`src/rtl/trap_seq_ctrl_pkg.sv`:
```
// Shared constants and encodings for the trap/return sequencer.
package trap_seq_ctrl_pkg;

    // Machine-mode CSR addresses touched by the sequencer
    localparam logic [11:0] CSR_MTVEC  = 12'h305;
    localparam logic [11:0] CSR_MEPC   = 12'h341;
    localparam logic [11:0] CSR_MCAUSE = 12'h342;
    localparam logic [11:0] CSR_MTVAL  = 12'h343;

    // Trap cause codes (zero-extended to XLEN when written to mcause)
    localparam int CAUSE_W = 4;
    localparam logic [CAUSE_W-1:0] CAUSE_NONE    = 4'd0;
    localparam logic [CAUSE_W-1:0] CAUSE_ILLEGAL = 4'd2;
    localparam logic [CAUSE_W-1:0] CAUSE_ECALL   = 4'd11;

    // Halt reason reported on halt_code
    localparam logic [1:0] HALT_NONE    = 2'b00;
    localparam logic [1:0] HALT_EBREAK  = 2'b01;
    localparam logic [1:0] HALT_ILLEGAL = 2'b10;

    // Sequencer states
    typedef enum logic [2:0] {
        ST_IDLE,
        ST_W_MEPC,
        ST_W_MCAUSE,
        ST_W_MTVAL,
        ST_VEC,
        ST_RET,
        ST_HALT
    } state_t;

    // Decoded event kinds, after priority resolution
    typedef enum logic [2:0] {
        EVT_NONE,
        EVT_ILLEGAL,
        EVT_EBREAK,
        EVT_ECALL,
        EVT_MRET
    } evt_kind_t;

endpackage

```
`src/rtl/trap_seq_ctrl_evt_enc.sv`:
```
// Priority encoder: decode flags -> {event kind, trap cause}.
// Priority is illegal > ebreak > ecall > mret; lower flags are dropped.
module trap_evt_enc
    import trap_seq_ctrl_pkg::*;
(
    input  logic               inst_valid,
    input  logic               unknown_code,
    input  logic               is_ebreak,
    input  logic               is_ecall,
    input  logic               is_mret,
    output evt_kind_t          evt_kind,
    output logic [CAUSE_W-1:0] evt_cause
);

    // Resolve the highest-priority flag; nothing is reported without a valid instruction
    always_comb begin
        evt_kind  = EVT_NONE;
        evt_cause = CAUSE_NONE;
        if (inst_valid) begin
            if (unknown_code) begin
                evt_kind  = EVT_ILLEGAL;
                evt_cause = CAUSE_ILLEGAL;
            end else if (is_ebreak) begin
                evt_kind  = EVT_EBREAK;
            end else if (is_ecall) begin
                evt_kind  = EVT_ECALL;
                evt_cause = CAUSE_ECALL;
            end else if (is_mret) begin
                evt_kind  = EVT_MRET;
            end
        end
    end

endmodule

```
`src/rtl/trap_seq_ctrl.sv`:
```
// Trap/return sequencer: walks mepc/mcause/mtval writes through the single
// CSR write port, redirects to mtvec or mepc, or halts the core. Owns the
// CSR ports outside IDLE; in IDLE the datapath passes straight through.
module trap_seq_ctrl
    import trap_seq_ctrl_pkg::*;
#(
    parameter int XLEN            = 64,
    parameter bit HALT_ON_ILLEGAL = 1'b1
) (
    input  logic            clk,
    input  logic            rst,
    input  logic            inst_valid,
    input  logic [31:0]     inst,
    input  logic [XLEN-1:0] pc,
    input  logic            is_ecall,
    input  logic            is_ebreak,
    input  logic            is_mret,
    input  logic            unknown_code,
    input  logic [11:0]     dp_csr_raddr,
    input  logic            dp_csr_we,
    input  logic [11:0]     dp_csr_waddr,
    input  logic [XLEN-1:0] dp_csr_wdata,
    input  logic [XLEN-1:0] csr_rdata,
    output logic [11:0]     csr_raddr,
    output logic            csr_we,
    output logic [11:0]     csr_waddr,
    output logic [XLEN-1:0] csr_wdata,
    output logic            stall,
    output logic            redirect_valid,
    output logic [XLEN-1:0] redirect_pc,
    output logic            halt,
    output logic [1:0]      halt_code
);

    state_t             state_reg, state_next;
    logic [XLEN-1:0]    pc_reg;
    logic [31:0]        inst_reg;
    logic [CAUSE_W-1:0] cause_reg;
    logic [1:0]         halt_code_reg;

    evt_kind_t          evt_kind;
    logic [CAUSE_W-1:0] evt_cause;
    logic               evt_take;
    logic [XLEN-1:0]    rdata_aligned;
    logic               rdata_low_unused;

    trap_evt_enc u_evt_enc (
        .inst_valid   (inst_valid),
        .unknown_code (unknown_code),
        .is_ebreak    (is_ebreak),
        .is_ecall     (is_ecall),
        .is_mret      (is_mret),
        .evt_kind     (evt_kind),
        .evt_cause    (evt_cause)
    );

    // Events are only accepted while idle; later flags are ignored until we return
    assign evt_take = (state_reg == ST_IDLE) && (evt_kind != EVT_NONE);

    // Redirect targets are always word aligned (direct vectoring only)
    assign rdata_aligned    = {csr_rdata[XLEN-1:2], 2'b00};
    assign rdata_low_unused = ^csr_rdata[1:0];

    // State register plus capture of the trapping instruction's context
    always_ff @(posedge clk) begin
        if (rst) begin
            state_reg     <= ST_IDLE;
            pc_reg        <= '0;
            inst_reg      <= '0;
            cause_reg     <= CAUSE_NONE;
            halt_code_reg <= HALT_NONE;
        end else begin
            state_reg <= state_next;
            if (evt_take) begin
                pc_reg        <= pc;
                inst_reg      <= inst;
                cause_reg     <= evt_cause;
                halt_code_reg <= (evt_kind == EVT_EBREAK) ? HALT_EBREAK : HALT_ILLEGAL;
            end
        end
    end

    // Next-state and CSR-port / redirect / halt outputs
    always_comb begin
        state_next     = state_reg;
        csr_raddr      = dp_csr_raddr;
        csr_we         = 1'b0;
        csr_waddr      = dp_csr_waddr;
        csr_wdata      = dp_csr_wdata;
        stall          = 1'b1;
        redirect_valid = 1'b0;
        redirect_pc    = '0;
        halt           = 1'b0;
        halt_code      = HALT_NONE;

        case (state_reg)
            ST_IDLE: begin
                // Detection cycle freezes decode and drops the datapath write
                stall  = evt_take;
                csr_we = dp_csr_we && !evt_take;
                case (evt_kind)
                    EVT_ILLEGAL: state_next = HALT_ON_ILLEGAL ? ST_HALT : ST_W_MEPC;
                    EVT_EBREAK:  state_next = ST_HALT;
                    EVT_ECALL:   state_next = ST_W_MEPC;
                    EVT_MRET:    state_next = ST_RET;
                    default:     state_next = ST_IDLE;
                endcase
            end
            ST_W_MEPC: begin
                csr_we     = 1'b1;
                csr_waddr  = CSR_MEPC;
                csr_wdata  = pc_reg;
                state_next = ST_W_MCAUSE;
            end
            ST_W_MCAUSE: begin
                csr_we     = 1'b1;
                csr_waddr  = CSR_MCAUSE;
                csr_wdata  = XLEN'(cause_reg);
                state_next = ST_W_MTVAL;
            end
            ST_W_MTVAL: begin
                // mtval carries the offending encoding only for illegal instructions
                csr_we     = 1'b1;
                csr_waddr  = CSR_MTVAL;
                csr_wdata  = (cause_reg == CAUSE_ILLEGAL) ? XLEN'(inst_reg) : '0;
                state_next = ST_VEC;
            end
            ST_VEC: begin
                csr_raddr      = CSR_MTVEC;
                redirect_valid = 1'b1;
                redirect_pc    = rdata_aligned;
                state_next     = ST_IDLE;
            end
            ST_RET: begin
                csr_raddr      = CSR_MEPC;
                redirect_valid = 1'b1;
                redirect_pc    = rdata_aligned;
                state_next     = ST_IDLE;
            end
            ST_HALT: begin
                // Sticky until reset
                halt      = 1'b1;
                halt_code = halt_code_reg;
            end
            default: begin
                state_next = ST_IDLE;
            end
        endcase
    end

endmodule

```
`config.mk`:
```
export PLATFORM = sky130hd
export DESIGN_NAME = trap_seq_ctrl
export DESIGN_NICKNAME = d
export VERILOG_FILES = /design/src/rtl/trap_seq_ctrl_pkg.sv /design/src/rtl/trap_seq_ctrl_evt_enc.sv /design/src/rtl/trap_seq_ctrl.sv
export SDC_FILE = /design/constraint.sdc
export NUM_CORES = 1
export LEC_CHECK = 0
export ABC_AREA = 1
export CAP_MARGIN = 5
export CORE_AREA = 2 2 162 164
export DETAILED_ROUTE_END_ITERATION = 10
export DIE_AREA = 0 0 164 166
export GPL_ROUTABILITY_DRIVEN = 0
export HOLD_SLACK_MARGIN = 0.05
export PLACE_DENSITY_LB_ADDON = 0.12
export SYNTH_ARGS = -nofsm -noshare
export SYNTH_HDL_FRONTEND = slang
export SYNTH_SLANG_ARGS = --single-unit
```
`constraint.sdc`:
```
create_clock -name clk -period 1.45 [get_ports clk]
set_input_delay 0.29 -clock clk [delete_from_list [all_inputs] [get_ports clk]]
set_output_delay 0.29 -clock clk [all_outputs]
set_load 0.02 [all_outputs]
```
==> summary.txt, run 1 <==
Drt
  – Drt pass-1 iters: 4
  – Post-route ant nets: 0
  – Initial DRC count: 255
  – Final WL: 31,300 um
  – Vias: 7,795
  – DR vias/cell: 4.40
  – DRC viols: 0
  – Avg WL per Cell: 17.6 um

Pwr
  – PD cells: 1000 mW/mm^2
  – Sequential Power Share: 24.9%
  – Pint: 9090 uW
  – Switching fraction of total power: 36.0%
  – Tot Pwr: 14,200 uW
  – P_sw: 5110 uW
  – Leak pwr: 0.00631 uW
  – Peak supply drop: 0.695 mV
  – Clock Power Share: 18.4%
  – Comb power frac: 56.8%

Clock tree
  – Inserted Clock Buffers: 9
  – TritonCTS sink count: 103
  – CTS tree: done
  – H-tree depth: 3
  – Worst-case clock buffer depth: 2
  – Clock Latency Late Sink: 0.35 ns
  – Clk slew on worst S/H paths: 0.08 ns
  – Hold_buf cts: 0
  – Root Buffer: clkbuf_16

Synth
  – Synthesized area: 0.00597 mm^2
  – Synth Area in Compound Gates: 9.71%
  – Syn. warnings: 0
  – Post-synthesis simple-gate area fraction: 43.8%
  – Post-synthesis sequential area ratio: 34.6%
  – #FFs+latches synth: 103
  – Synthesized netlist cell count: 921
  – Adder-Cell Fraction of Synth Area: 0%
  – Post-Synth XOR/XNOR Area: 0%
  – Largest family of logic cells by synthesized area: simple AND/OR/NAND/NOR gates
  – Mux cell area share after synthesis: 0%
  – Avg Cell Area, Syn: 6.48 um^2
  – Synth unique cells: 28

STA
  – Fin crit period: 2.04 ns
  – Max frequency: 490 MHz
  – Final period util: 141%
  – Worst setup margin: -0.592 ns
  – Layout Skew: 0.00739 ns
  – Slew Viols, Final: 0
  – RSZ-0062 raised after global routing: true
  – Fin Hold WS: 0.486 ns
  – Final setup viols: 258
  – Setup TNS: -97.15 ns
  – Final Hold Vio Count: 0

Setup path
  – R2R setup slack: -0.33 ns
  – WP data required: 1.16 ns
  – R2r endpoint: pc_reg[15]
  – R2R Path Start: state_reg[0]
  – Worst-path fanout max: 8
  – CP endpoint kind: primary output
  – Arrival @ worst endpoint: 1.75 ns
  – Startpoint class of the critical path: flip-flop
  – WS Path Type: flip-flop to primary output
  – Reg2Reg Depth: 11

Worst hold path
  – Hold_sp: pc_reg[1]
  – Worst hold path class: flip-flop to flip-flop
  – WHS Path Cells: 2
  – Worst Hold Path EP: pc_reg[1]

Global routing
  – First-pass GRT wire length: 45,800 um
  – Initial antenna violation count: 0
  – Grt total ovfl: 0
  – Number of global-route vias before repair: 7,685
  – Tot GR Track Use: 22.2%
  – Largest net degree at the start of global routing: 45

Cells and area
  – Final Util: 55.2%
  – Commonest non-fill, non-tap cells in the layout: clkdlybuf4s50_1, nor2_1, buf_6
  – # diodes: 0
  – Footprint of the multi-input gates: 0.00416 mm^2
  – Finished Layout Cells: 1,773
  – Register area: 0.00207 mm^2
  – Most common cell after layout, fill and taps aside: clkdlybuf4s50_1
  – Fill cell count: 2,374
  – Max reg flops: 64
  – Area added between synthesis and finish: 137%
  – Share of cells above drive strength 1: 35.8%
  – Nets@finish: 1,689

Floorplan
  – DIE AREA: 0.0272 mm^2
  – Num ports: 414
  – Row count: 59
  – Initial Util: 23.3%
  – Core area: 0.0256 mm^2
  – Die width: 164 um
  – Die height: 166 um

Run status
  – Status: complete, but fails checks
  – Failing checks: setup timing

Placement
  – Post-DP HPWL: 20,200 um
  – DP Cell Count: 1,659
  – Port bufs: 409

Run
  – Max cap viols: 0
[cell usage after synthesis, drive strengths merged]
library cell,number,share of area [%]
inv,94,6.0
a21oi,5,0.42
a22oi,30,3.8
a22o,32,4.7
a21o,1,0.13
conb,1,0.063
nand3,7,0.67
clkbuf,7,0.44
o2111ai,3,0.44
nor2,285,18
o21ai,3,0.25
nand2,185,12
buf,61,5.5
nor3,2,0.36
dfxtp,103,35
nand3b,96,12
or2,6,0.63
[power groups by stage]
stage,Clock [uW],Sequential [uW],Combinational [uW]
5_1_grt,2790,3580,8570
3_3_place_gp,0,3540,5520
3_5_place_dp,0,3550,5550
4_1_cts,2690,3520,7790
6_report,2610,3530,8060
2_1_floorplan,0,3480,3000
[worst max path at each step]
stage,startpoint,to,depth (start not counted)
floorplan,state_reg[1],csr_wdata[27],8
global placement,is_ecall,csr_we,7
detailed placement,is_ecall,csr_we,7
CTS,state_reg[2],csr_wdata[1],9
global route,state_reg[1],csr_wdata[1],10
finish,state_reg[2],redirect_pc[63],9
[critical path: stages, from the launching register on]
cell     delay (ns)
dfxtp_4        0.39
buf_6          0.13
inv_8          0.04
nor2_4         0.15
inv_6          0.07
buf_12         0.13
buf_12         0.14
buf_8          0.12
nor2_4         0.10
buf_6          0.13
[through the flow]
| stage | setup slack (ns) | instance area [um^2] |
|---|---|---|
| floorplan | -0.0563 | 6600 |
| global placement | -0.773 | 11400 |
| detailed placement | -0.759 | 11400 |
| CTS | -0.610 | 13700 |
| global route | -0.678 | 14100 |
| finish | -0.592 | 14100 |
[layout make-up]
type,instances,share of cell area [%]
Clock buffer,9,1.59
Clock inverter,7,0.628
Inverter,94,2.75
Multi-Input combinational cell,657,29.4
Sequential cell,103,14.6
Tap cell,335,2.96
Timing Repair Buffer,567,47.9
Timing Repair inverter,1,0.115
[routing by layer]
layer / vias to the layer above / global-route usage [%] / part of all wire [%] / wire length [um]
met1: 3586 / 25.2 / 39 / 12100
met5: - / 0 / 0 / 0
met3: 36 / 5.44 / 7.0 / 2200
li1: 3925 / - / - / -
met2: 248 / 41.1 / 52 / 16400
met4: 0 / 5.87 / 2.0 / 625
[timing repair]
action / CTS / global route
resized for setup: 985 / 77
endpoints found under the setup margin: 258 / 258
gates cloned: 31 / 2
pin swaps: 23 / 23
buffers inserted: 50 / 24
[kinds of logic after synthesis]
| kind of cell | count (synthesis) |
|---|---|
| and+or+nand+nor | 581 |
| buffers and inverters | 162 |
| DFF | 103 |
| AOI/OAI and AO/OA | 74 |
| other | 1 |
No activity file was read; power rests on OpenSTA's default activity.
==> run 2, diff against run 1 <==
Settings changed: GPL_TIMING_DRIVEN set to 0.
==> summary.txt, run 2 (same netlist as run 1, synthesis figures left out) <==
Run status
  – Status: complete, but fails checks
  – Failing checks: setup timing

Cells and area
  – Commonest non-fill, non-tap cells in the layout: clkdlybuf4s50_1, buf_6, nor2_1
  – Most common cell after layout, fill and taps aside: clkdlybuf4s50_1
  – Nets@finish: 1,681
  – Max reg flops: 64
  – Final Util: 55.0%
  – Area added between synthesis and finish: 136%
  – Share of cells above drive strength 1: 39.5%

Global routing
  – Largest net degree at the start of global routing: 21
  – Number of global-route vias before repair: 7,481
  – Grt total ovfl: 0
  – First-pass GRT wire length: 44,000 um
  – Initial antenna violation count: 7
  – Tot GR Track Use: 21.5%

Pwr
  – Sequential Power Share: 25.8%
  – Tot Pwr: 14,000 uW
  – Comb power frac: 56.6%
  – PD cells: 995 mW/mm^2
  – Peak supply drop: 0.552 mV
  – Clock Power Share: 17.7%
  – Leak pwr: 0.00619 uW
  – Pint: 8730 uW
  – Switching fraction of total power: 37.8%
  – P_sw: 5300 uW

Worst hold path
  – Worst hold path class: input port to flip-flop

Floorplan
  – Num ports: 414
  – Core area: 0.0256 mm^2
  – Die height: 166 um
  – Die width: 164 um
  – Row count: 59
  – DIE AREA: 0.0272 mm^2
  – Initial Util: 23.3%

Drt
  – Avg WL per Cell: 17.9 um
  – Drt pass-1 iters: 6
  – Final WL: 31,700 um
  – Initial DRC count: 287
  – Vias: 7,736
  – Post-route ant nets: 0
  – DR vias/cell: 4.37
  – DRC viols: 0

Setup path
  – Arrival @ worst endpoint: 1.77 ns
  – WS Path Type: flip-flop to primary output
  – Worst-path fanout max: 5
  – WP data required: 1.16 ns
  – CP endpoint kind: primary output
  – Startpoint class of the critical path: flip-flop

STA
  – Slew Viols, Final: 0
  – Final setup viols: 257
  – Max frequency: 485 MHz
  – Layout Skew: 0.0138 ns
  – Fin crit period: 2.06 ns
  – RSZ-0062 raised after global routing: true
  – Max_slew headroom: 63.6%
  – Final Hold Vio Count: 0
  – Worst setup margin: -0.611 ns
  – Worst-margin pin slew: 0.547 ns
  – Final period util: 142%

Placement
  – Post-DP HPWL: 22,300 um
  – Dpl ws: -1.24 ns
  – Port bufs: 409

Run
  – Max cap viols: 0

Clock tree
  – Inserted Clock Buffers: 9
  – Root Buffer: clkbuf_16
  – TritonCTS sink count: 103
  – Clock Latency Late Sink: 0.36 ns
  – CTS tree: done
  – Clk slew on worst S/H paths: 0.08 ns
  – Worst-case clock buffer depth: 2
  – H-tree depth: 3
run 2: cell count changes in the layout (fill, tap and decap cells not counted), sizes merged:
| cell | before | now |
|---|---|---|
| clkdlybuf4s15 | 0 | 1 |
| diode | 0 | 5 |
| bufinv | 1 | 0 |
| dlymetal6s2s | 3 | 4 |
| buf | 305 | 279 |
| clkdlybuf4s50 | 250 | 249 |
| bufbuf | 7 | 0 |
| inv | 97 | 99 |
| clkbuf | 11 | 33 |
| clkinvlp | 1 | 0 |
| clkinv | 3 | 5 |
run 2: power groups by stage:
stage          Combinational [uW]  Clock [uW]  Sequential (uW)
6_report                     7930        2480             3610
5_1_grt                      8460        2670             3670
4_1_cts                      6400        2570             3510
3_5_place_dp                 5410           0             3560
3_3_place_gp                 5390           0             3550
2_1_floorplan                3000           0             3480
run 2: path summary, 6_finish.rpt:
check	startpoint	end	slack [ns]	cells after the start
setup / recovery	state_reg[1]	csr_wdata[39]	-0.61	7
hold / removal	is_ebreak	halt_code_reg[1]	0.38	4
setup reg to reg	state_reg[1]	pc_reg[25]	-0.47	15
hold reg to reg	pc_reg[40]	pc_reg[40]	0.48	2
run 2: routing by layer:
metal	vias to the layer above	share of wire, %	track usage [%]
li1	3900	-	-
met1	3530	38	24.3
met2	259	52	39.0
met3	43	6.9	5.67
met4	4	2.3	6.98
met5	-	0.085	0
run 2: worst max-delay path: stages, from the launching register on:
cell and delay (ns):
dfxtp_2 0.32, buf_6 0.12, nor3_4 0.30, buf_6 0.16
buf_12 0.12, clkbuf_16 0.14, a22o_1 0.13, buf_6 0.12
run 2: final cells by class:
| cell class | count | area [um^2] |
|---|---|---|
| clock inverters | 7 | 73.8 |
| repair inverters | 3 | 36.3 |
| plain buffers | 64 | 841 |
| multi-input cells | 657 | 4470 |
| inverters | 94 | 400 |
| fillers | 2431 | 11500 |
| diodes | 5 | 12.5 |
| repair buffers | 493 | 5550 |
| well taps | 335 | 419 |
| clock buffers | 9 | 225 |
| flip-flops and latches | 103 | 2070 |
run 2: repair_timing:
item	4_1_cts	5_1_grt
endpoints found under the setup margin	258	258
setup buffers	32	27
resized for setup	863	500
hold buffers	0	0
pin swaps	11	60
gates cloned	12	18
hold endpoints to repair	0	0
run 2: through the flow:
step	TNS, ns	std cells	hold slack, ns	area [um^2]
after CTS	-114.86	1726	0.475	12300
after global routing	-136.15	1770	0.431	14100
after global placement	-192.31	1666	0.453	11100
after detailed placement	-193.93	1666	0.461	11100
final	-120.13	1770	0.379	14100
after floorplan	-1.94	922	0.352	6600
